## src/rtl/ahb_apb_bridge_p.sv

```systemverilog
`default_nettype none
// ============================================================================
//  Module   : ahb_apb_bridge_p
//  Purpose  : AHB-Lite slave to multi-slave APB bridge. Accepts one AHB
//             transfer at a time, decodes it onto one of NUM_SLV APB windows
//             of 2**SPAN_W bytes starting at BASE_ADDR, runs the APB
//             SETUP/ACCESS handshake and returns the result on AHB.
//             Out-of-window addresses and APB slave errors produce a
//             two-cycle AHB ERROR response.
//  Ports    : Hclk, Hresetn            - clock, async active-low reset
//             Hwrite/Hreadyin/Htrans/Haddr/Hwdata - AHB request side
//             Hreadyout/Hresp/Hrdata   - AHB response side
//             Prdata/Pready/Pslverr    - per-slave APB responses (packed)
//             Pselx/Penable/Pwrite/Paddr/Pwdata - APB request side
//  Revision : 1.0 - initial release
// ============================================================================
module ahb_apb_bridge_p #(
    parameter int                ADDR_W    = 32,
    parameter int                DATA_W    = 32,
    parameter int                NUM_SLV   = 4,
    parameter logic [ADDR_W-1:0] BASE_ADDR = 'h8000_0000,
    parameter int                SPAN_W    = 12
) (
    input  logic                      Hclk,
    input  logic                      Hresetn,
    // AHB side
    input  logic                      Hwrite,
    input  logic                      Hreadyin,
    input  logic [1:0]                Htrans,
    input  logic [ADDR_W-1:0]         Haddr,
    input  logic [DATA_W-1:0]         Hwdata,
    output logic                      Hreadyout,
    output logic [1:0]                Hresp,
    output logic [DATA_W-1:0]         Hrdata,
    // APB side
    input  logic [NUM_SLV*DATA_W-1:0] Prdata,
    input  logic [NUM_SLV-1:0]        Pready,
    input  logic [NUM_SLV-1:0]        Pslverr,
    output logic [NUM_SLV-1:0]        Pselx,
    output logic                      Penable,
    output logic                      Pwrite,
    output logic [ADDR_W-1:0]         Paddr,
    output logic [DATA_W-1:0]         Pwdata
);

    localparam int                c_idx_w   = (NUM_SLV > 1) ? $clog2(NUM_SLV) : 1;
    localparam logic [ADDR_W-1:0] c_num_slv = ADDR_W'(NUM_SLV);

    typedef enum logic [2:0] {
        S_IDLE   = 3'd0,
        S_WWAIT  = 3'd1,
        S_SETUP  = 3'd2,
        S_ACCESS = 3'd3,
        S_ERR1   = 3'd4,
        S_ERR2   = 3'd5
    } state_t;

    state_t             r_state;
    logic [c_idx_w-1:0] r_idx;

    logic [ADDR_W-1:0]  w_offset;
    logic [ADDR_W-1:0]  w_slot;
    logic               w_hit;
    logic               w_sel_ready;
    logic               w_sel_err;
    logic               w_done_ok;
    logic               w_hreadyout;
    logic               w_accept;
    logic               w_load;
    state_t             w_load_state;

    // Address decode of the request currently on the AHB address phase
    always_comb begin
        w_offset = Haddr - BASE_ADDR;
        w_slot   = w_offset >> SPAN_W;
        w_hit    = (Haddr >= BASE_ADDR) && (w_slot < c_num_slv);
    end

    // Response of the slave currently addressed
    always_comb begin
        w_sel_ready = Pready[r_idx];
        w_sel_err   = Pslverr[r_idx];
        w_done_ok   = (r_state == S_ACCESS) && w_sel_ready && !w_sel_err;
    end

    // Ready/response are combinational so a completing ACCESS cycle can
    // accept the next address phase in the same cycle (no IDLE bubble).
    always_comb begin
        w_hreadyout = (r_state == S_IDLE) || (r_state == S_ERR2) || w_done_ok;
        Hreadyout   = w_hreadyout;
        Hresp       = ((r_state == S_ERR1) || (r_state == S_ERR2)) ? 2'b01 : 2'b00;
        Hrdata      = '0;
        if ((r_state == S_ACCESS) && w_sel_ready && !Pwrite) begin
            Hrdata = Prdata[r_idx*DATA_W +: DATA_W];
        end
    end

    // ERR2 also drives Hreadyout high but must not start a new transfer,
    // so loading is restricted to IDLE and a clean ACCESS completion.
    always_comb begin
        w_accept     = Hreadyin && w_hreadyout && Htrans[1];
        w_load       = w_accept && ((r_state == S_IDLE) || w_done_ok);
        w_load_state = !w_hit ? S_ERR1 : (Hwrite ? S_WWAIT : S_SETUP);
    end

    // APB select/enable are pure decodes of the registered state and index
    always_comb begin
        Pselx   = '0;
        Penable = (r_state == S_ACCESS);
        if ((r_state == S_SETUP) || (r_state == S_ACCESS)) begin
            Pselx[r_idx] = 1'b1;
        end
    end

    always_ff @(posedge Hclk or negedge Hresetn) begin
        if (!Hresetn) begin
            r_state <= S_IDLE;
            r_idx   <= '0;
            Paddr   <= '0;
            Pwrite  <= 1'b0;
            Pwdata  <= '0;
        end else begin
            if (w_load) begin
                Paddr  <= Haddr;
                Pwrite <= Hwrite;
                r_idx  <= w_slot[c_idx_w-1:0];
            end
            case (r_state)
                S_IDLE: begin
                    if (w_load) begin
                        r_state <= w_load_state;
                    end
                end
                S_WWAIT: begin
                    // Write data arrives in the AHB data phase, one cycle
                    // after the address.
                    Pwdata  <= Hwdata;
                    r_state <= S_SETUP;
                end
                S_SETUP: begin
                    r_state <= S_ACCESS;
                end
                S_ACCESS: begin
                    if (w_sel_ready) begin
                        if (w_sel_err) begin
                            r_state <= S_ERR1;
                        end else if (w_load) begin
                            r_state <= w_load_state;
                        end else begin
                            r_state <= S_IDLE;
                        end
                    end
                end
                S_ERR1: begin
                    r_state <= S_ERR2;
                end
                S_ERR2: begin
                    r_state <= S_IDLE;
                end
                default: begin
                    r_state <= S_IDLE;
                end
            endcase
        end
    end

endmodule
`default_nettype wire

```

## config.mk

```make
export PLATFORM = sky130hd
export DESIGN_NAME = ahb_apb_bridge_p
export DESIGN_NICKNAME = d
export VERILOG_FILES = /design/src/rtl/ahb_apb_bridge_p.sv
export SDC_FILE = /design/constraint.sdc
export NUM_CORES = 1
export LEC_CHECK = 0
export CAP_MARGIN = 20
export CORE_AREA = 2 2 120 122
export CTS_BUF_LIST = sky130_fd_sc_hd__clkbuf_16
export DETAILED_ROUTE_END_ITERATION = 8
export DIE_AREA = 0 0 122 124
export MAX_ROUTING_LAYER = met4
export PLACE_DENSITY = 0.7
export SYNTH_ARGS = -nofsm -noshare
export SYNTH_HDL_FRONTEND = slang
export SYNTH_SLANG_ARGS = --single-unit
```

## constraint.sdc

```tcl
create_clock -name Hclk -period 5.95 [get_ports Hclk]
set_input_delay 0.595 -clock Hclk [delete_from_list [all_inputs] [get_ports Hclk]]
set_output_delay 0.595 -clock Hclk [all_outputs]
set_load 0.02 [all_outputs]
```

==> impl_metrics.env, run 1 <==
export IMPL_antennaDiodeCount=0
export IMPL_slew_headroom_pct=37.3
export IMPL_vias=3626
export IMPL_clock_path_buffers=2
export IMPL_finClkSkew_ps=3.57
export IMPL_io_buffers=308
export IMPL_worst_slew_pin_slew_ps=940
export IMPL_cts_tree="yes"
export IMPL_firstDrtPassIters=4
export IMPL_rrSetupSlack_ps=2520
export IMPL_wl_um=14500
export IMPL_rows=43
export IMPL_cp_max_fo=42
export IMPL_drt_met1_wl_um=5060
export IMPL_cts_resized=0
export IMPL_leakage_nw=2.93
export IMPL_grt_pass1_wl_um=21400
export IMPL_start_kind="register"
export IMPL_final_nets=778
export IMPL_endpoint_kind="output pin"
export IMPL_arrival_ps=3080
export IMPL_gp_congestion=0.832
export IMPL_drv_slew=0
export IMPL_chipWidth_um=122
export IMPL_grt_overflow=0
export IMPL_pin_count=311
export IMPL_die_h_um=124
export IMPL_dieArea_um2=15100
export IMPL_cap_viol_max_count=0
export IMPL_synth_distinct_cells=41
export IMPL_timing_fmax_ghz=0.272
export IMPL_cts_setup_buffers=0
export IMPL_nFillCells=1196
export IMPL_clock_latency_ps=330
export IMPL_cp_required_ps=5360
export IMPL_multiInputGateArea_um2=2020
export IMPL_syn_to_final_growth_pct=91.3
export IMPL_avgRoutedWirePerCell_um=19.1
export IMPL_initial_core_util_pct=28.1
export IMPL_via_per_inst=4.79
export IMPL_coreArea_um2=13700
export IMPL_dpl_hpwl_um=11700
export IMPL_ff2ff_path_depth=6
export IMPL_final_seq_area_um2=1700
export IMPL_ys_ff_latch=68
export IMPL_finalHoldViolations=0
export IMPL_drt_iter0_markers=117
export IMPL_layout_common_cells="clkdlybuf4s50_1, dfrtp_1, mux2_2, mux4_2, and3_1"
export IMPL_syn_inst=273
export IMPL_hold_path_class="primary input to async pin"
export IMPL_postCtsHoldBufs=0
export IMPL_highest_layer="met4"
export IMPL_first_global_vias=4003
export IMPL_cts_root_buf="clkbuf_16"
export IMPL_ys_seq_area_share_pct=44.2
export IMPL_pwr_density_cell_nw_per_um2=443
export IMPL_finalSetupViolCount=0
export IMPL_synth_fp_nets=479
export IMPL_path_clk_slew_ps=50
export IMPL_cts_buffers=9
export IMPL_path_class="register to output pin"
export IMPL_drcViolationCount=0
export IMPL_wl_met2_um=7700
export IMPL_rsz0062_at_grt="no"
export IMPL_clock_sinks=68
export IMPL_final_common_cell="clkdlybuf4s50_1"
export IMPL_avgSynthCellArea_um2=14.1
export IMPL_ys_warn_count=0
export IMPL_grt_max_degree=69
export IMPL_track_usage_pct=19.5
export IMPL_syn_area_um2=3850
export IMPL_dr_wl_met3_um=1210
export IMPL_fin_crit_sh_pct=61.7
export IMPL_finalCriticalPeriod_ps=3670
export IMPL_fin_total_pwr_mw=3.26
export IMPL_status="finished clean"
export IMPL_ant_nets=0
export IMPL_antenna_found_initial=0
export IMPL_drive_gt1_share_pct=21.5
export IMPL_setup_tns_ps=0
export IMPL_cts_max_level=3
export IMPL_peakVddDrop_uv=266
[worst paths after layout]
path / from / to
setup / recovery: Paddr[13] / Hrdata[3]
hold / removal: Hresetn / Pwdata[11]
setup reg to reg: Paddr[13] / Paddr[16]
hold reg to reg: Paddr[24] / Paddr[24]
max in group asynchronous: Hresetn / Paddr[13]
min in group Hclk: Paddr[24] / Paddr[24]
[metrics by stage]
stage | hold slack, ps | cell area, um^2 | cells | utilization, % | worst slack (ps)
after CTS | 496 | 7360 | 757 | 53.7 | 2250
after global placement | 474 | 7080 | 741 | 51.6 | 2520
after detailed placement | 485 | 7080 | 741 | 51.6 | 2480
final | 462 | 7360 | 757 | 53.7 | 2280
after floorplan | 299 | 3850 | 273 | - | 3330
after global routing | 517 | 7360 | 757 | 53.7 | 2060
[final cells by class]
cell class,count,area share [%]
clock buffers,9,3.06
inverters,2,0.102
well taps,180,3.06
clock inverters,7,0.799
repair buffers,314,42.4
multi-input cells,177,27.4
flip-flops and latches,68,23.2
[cells in the mapped netlist, drive strengths merged]
library cell  number  area (um^2)
a21o               1         7.51
nand2b             1         6.26
xor2               1         8.76
and3              32          200
a211oi             2         27.5
or4                1         7.51
nand2              2         7.51
nor4               5         37.5
o211ai             1         7.51
buf               10         76.3
o22ai              1         6.26
inv                2         7.51
o21ai              2         10.0
mux2              66          743
a2111oi            1         8.76
and4b              1         10.0
nor4bb             1         10.0
mux2i              4         40.0
nor2b              3         18.8
nor2               4         15.0
conb               1         3.75
a21bo              1         10.0
a31oi              1         6.26
nor4b              1         8.76
clkbuf            16         60.1
mux4              32          721
nand3b             1         7.51
o21ba              1         10.0
nand4              1         6.26
nor3b              3         22.5
nor3               3         15.0
a21oi              1         5.00
dfrtp             68         1700
and2               1         6.26
a211o              1         8.76
[power breakdown]
part | leakage (nW) | internal [mW] | switching (mW)
clock network | 0.141 | 0.318 | 0.187
registers | 0.808 | 0.702 | 0.222
logic | 1.98 | 1.05 | 0.781
total | 2.93 | 2.07 | 1.19
[logic make-up after synthesis]
family	count (synthesis)	share of synthesized area (%)
multiplexers	102	39.1
flip-flops	68	44.2
buffers and inverters	28	3.74
XOR/XNOR	1	0.228
AO/OA/AOI/OAI	13	2.80
other	1	0.0974
AND/OR/NAND/NOR	60	9.85
[registers in the layout, indices dropped and copies added, names as in the netlist]
name / count
r_state: 3
Pwrite: 1
Paddr: 31
Pwdata: 32
r_idx: 1
[metal layers]
| metal | vias up | global-route usage (%) |
|---|---|---|
| met5 | - | - |
| met2 | 186 | 35.3 |
| met4 | 0 | 8.84 |
| li1 | 1645 | - |
| met3 | 29 | 5.04 |
| met1 | 1766 | 19.9 |
[critical path: stages (launching register included)]
cell and delay, ps:
dfrtp_2 970, mux2i_1 270, mux2i_2 300, buf_4 340, and3_1 220, clkdlybuf4s50_1 630
Note: power is estimated with default switching activity, not from simulation.
==> inputs of run 2 (changes only) <==
PLACE_DENSITY = 0.73   (was 0.7)
clock period = 2.9 ns   (was 5.95 ns; I/O delays follow)
==> impl_metrics.env, run 2 (synthesis gave the netlist of run 1 again) <==
export IMPL_cts_resized=0
export IMPL_via_per_inst=4.79
export IMPL_status="finished clean"
export IMPL_drive_gt1_share_pct=22.4
export IMPL_endpoint="Hrdata[28]"
export IMPL_path_cells="buf_12, mux4_2, and3_1, clkdlybuf4s50_1"
export IMPL_arrival_ps=2430
export IMPL_drcViolationCount=0
export IMPL_chipWidth_um=122
export IMPL_critPathMaxStageDelay_ps=550
export IMPL_r2r_start="Paddr[13]"
export IMPL_cts_setup_buffers=0
export IMPL_start_kind="register"
export IMPL_setup_tns_ps=0
export IMPL_grt_max_degree=40
export IMPL_coreArea_um2=13700
export IMPL_final_common_cell="clkdlybuf4s50_1"
export IMPL_pin_count=311
export IMPL_timing_fmax_ghz=0.368
export IMPL_postCtsHoldBufs=0
export IMPL_cts_buffers=9
export IMPL_leakage_nw=2.99
export IMPL_avgRoutedWirePerCell_um=19.3
export IMPL_slew_headroom_pct=53.5
export IMPL_crit_start="r_idx[0]"
export IMPL_drv_slew=0
export IMPL_cts_root_buf="clkbuf_16"
export IMPL_reg_largest_list="Pwdata x32, Paddr x31, r_state x3"
export IMPL_nFillCells=1156
export IMPL_clock_path_buffers=2
export IMPL_peakVddDrop_uv=601
export IMPL_finalSetupViolCount=0
export IMPL_finalCriticalPeriod_ps=2720
export IMPL_cap_viol_max_count=0
export IMPL_die_h_um=124
export IMPL_placed_area_um2=7150
export IMPL_io_buffers=308
export IMPL_drt_iter0_markers=78
export IMPL_antenna_found_initial=6
export IMPL_pwr_density_cell_nw_per_um2=929
export IMPL_track_usage_pct=19.7
export IMPL_layout_common_cells="clkdlybuf4s50_1, dfrtp_1, mux2_2, mux4_2, and3_1"
export IMPL_gp_congestion=0.902
export IMPL_worst_slew_pin_slew_ps=697
export IMPL_hold_path_class="primary input to async pin"
export IMPL_rows=43
export IMPL_rrSetupSlack_ps=530
export IMPL_finClkSkew_ps=6.10
export IMPL_finalHoldViolations=0
export IMPL_dieArea_um2=15100
export IMPL_cp_slowest_cell="mux4_2"
export IMPL_firstDrtPassIters=4
export IMPL_clock_sinks=68
export IMPL_wl_um=14800
export IMPL_cp_required_ps=2610
export IMPL_fin_area_um2=7510
export IMPL_dpl_hpwl_um=12000
export IMPL_first_global_vias=4035
export IMPL_initial_core_util_pct=28.1
export IMPL_endpoint_kind="output pin"
export IMPL_fin_crit_sh_pct=93.7
export IMPL_cts_tree="yes"
export IMPL_ff2ff_path_depth=6
export IMPL_path_class="register to output pin"
export IMPL_regMostFlops="Pwdata"
export IMPL_grt_pass1_wl_um=21400
export IMPL_rsz0062_at_grt="no"
export IMPL_grt_overflow=0
export IMPL_final_nets=781
export IMPL_r2r_end="Paddr[11]"
export IMPL_cts_max_level=3
export IMPL_path_clk_slew_ps=60
export IMPL_cp_max_fo=34
export IMPL_syn_to_final_growth_pct=95.2
export IMPL_clock_latency_ps=330
export IMPL_largest_reg_flops=32
export IMPL_vias=3668
export IMPL_ant_nets=0
run 2: cell types whose count changed in the layout (fill, tap and decap cells not counted), sizes merged:
cell,change
clkinv,-3
bufinv,+2
buf,+3
inv,+1
diode,+6
run 2: final cells by class:
type	instances	area, um^2	share of cell area (%)
multi-input cells	177	2020	26.9
inverters	2	7.51	0.100
clock inverters	7	115	1.53
flip-flops and latches	68	1700	22.7
diodes	6	15.0	0.200
well taps	180	225	3.00
clock buffers	9	225	3.00
repair buffers	317	3200	42.5
run 2: worst max-delay path, delay by kind of cell (launching register included):
kind / cells / cell delay, ps
multiplexers: 1 / 550
flip-flops: 1 / 500
buffers and inverters: 2 / 840
AND/OR/NAND/NOR: 1 / 190
run 2: worst min-delay path by stage:
stage / cells after the start / to / start
3_3_place_gp: 1 / Pwdata[29] / Hresetn
5_1_grt: 1 / Pwdata[1] / Hresetn
3_5_place_dp: 1 / Pwdata[1] / Hresetn
4_1_cts: 1 / Pwdata[1] / Hresetn
6_report: 1 / Pwdata[1] / Hresetn
2_1_floorplan: 0 / Paddr[0] / Hresetn
run 2: metal layers:
| layer | track usage, % | part of all wire, % | up-vias |
|---|---|---|---|
| met4 | 10.5 | 3.8 | 0 |
| met2 | 35.1 | 53 | 194 |
| met1 | 19.5 | 35 | 1786 |
| li1 | - | - | 1660 |
| met5 | - | 0 | - |
| met3 | 5.63 | 8.6 | 28 |
run 2: report_power, final:
part | total [mW] | internal (mW) | switching, mW
Sequential | 1.79 | 1.44 | 0.350
Clock | 1.25 | 0.837 | 0.408
Combinational | 3.94 | 2.22 | 1.72
run 2: metrics by stage:
step	cells	total power [mW]	hold slack, ps	util (%)	setup WS [ps]
floorplan	273	3.99	-5.59	-	588
global placement	744	5.70	362	52.1	379
detailed placement	744	5.78	377	52.1	358
CTS	760	7.06	16.5	54.6	86.7
global route	766	7.36	52.9	54.7	19.8
finish	766	6.98	1.62	54.7	182
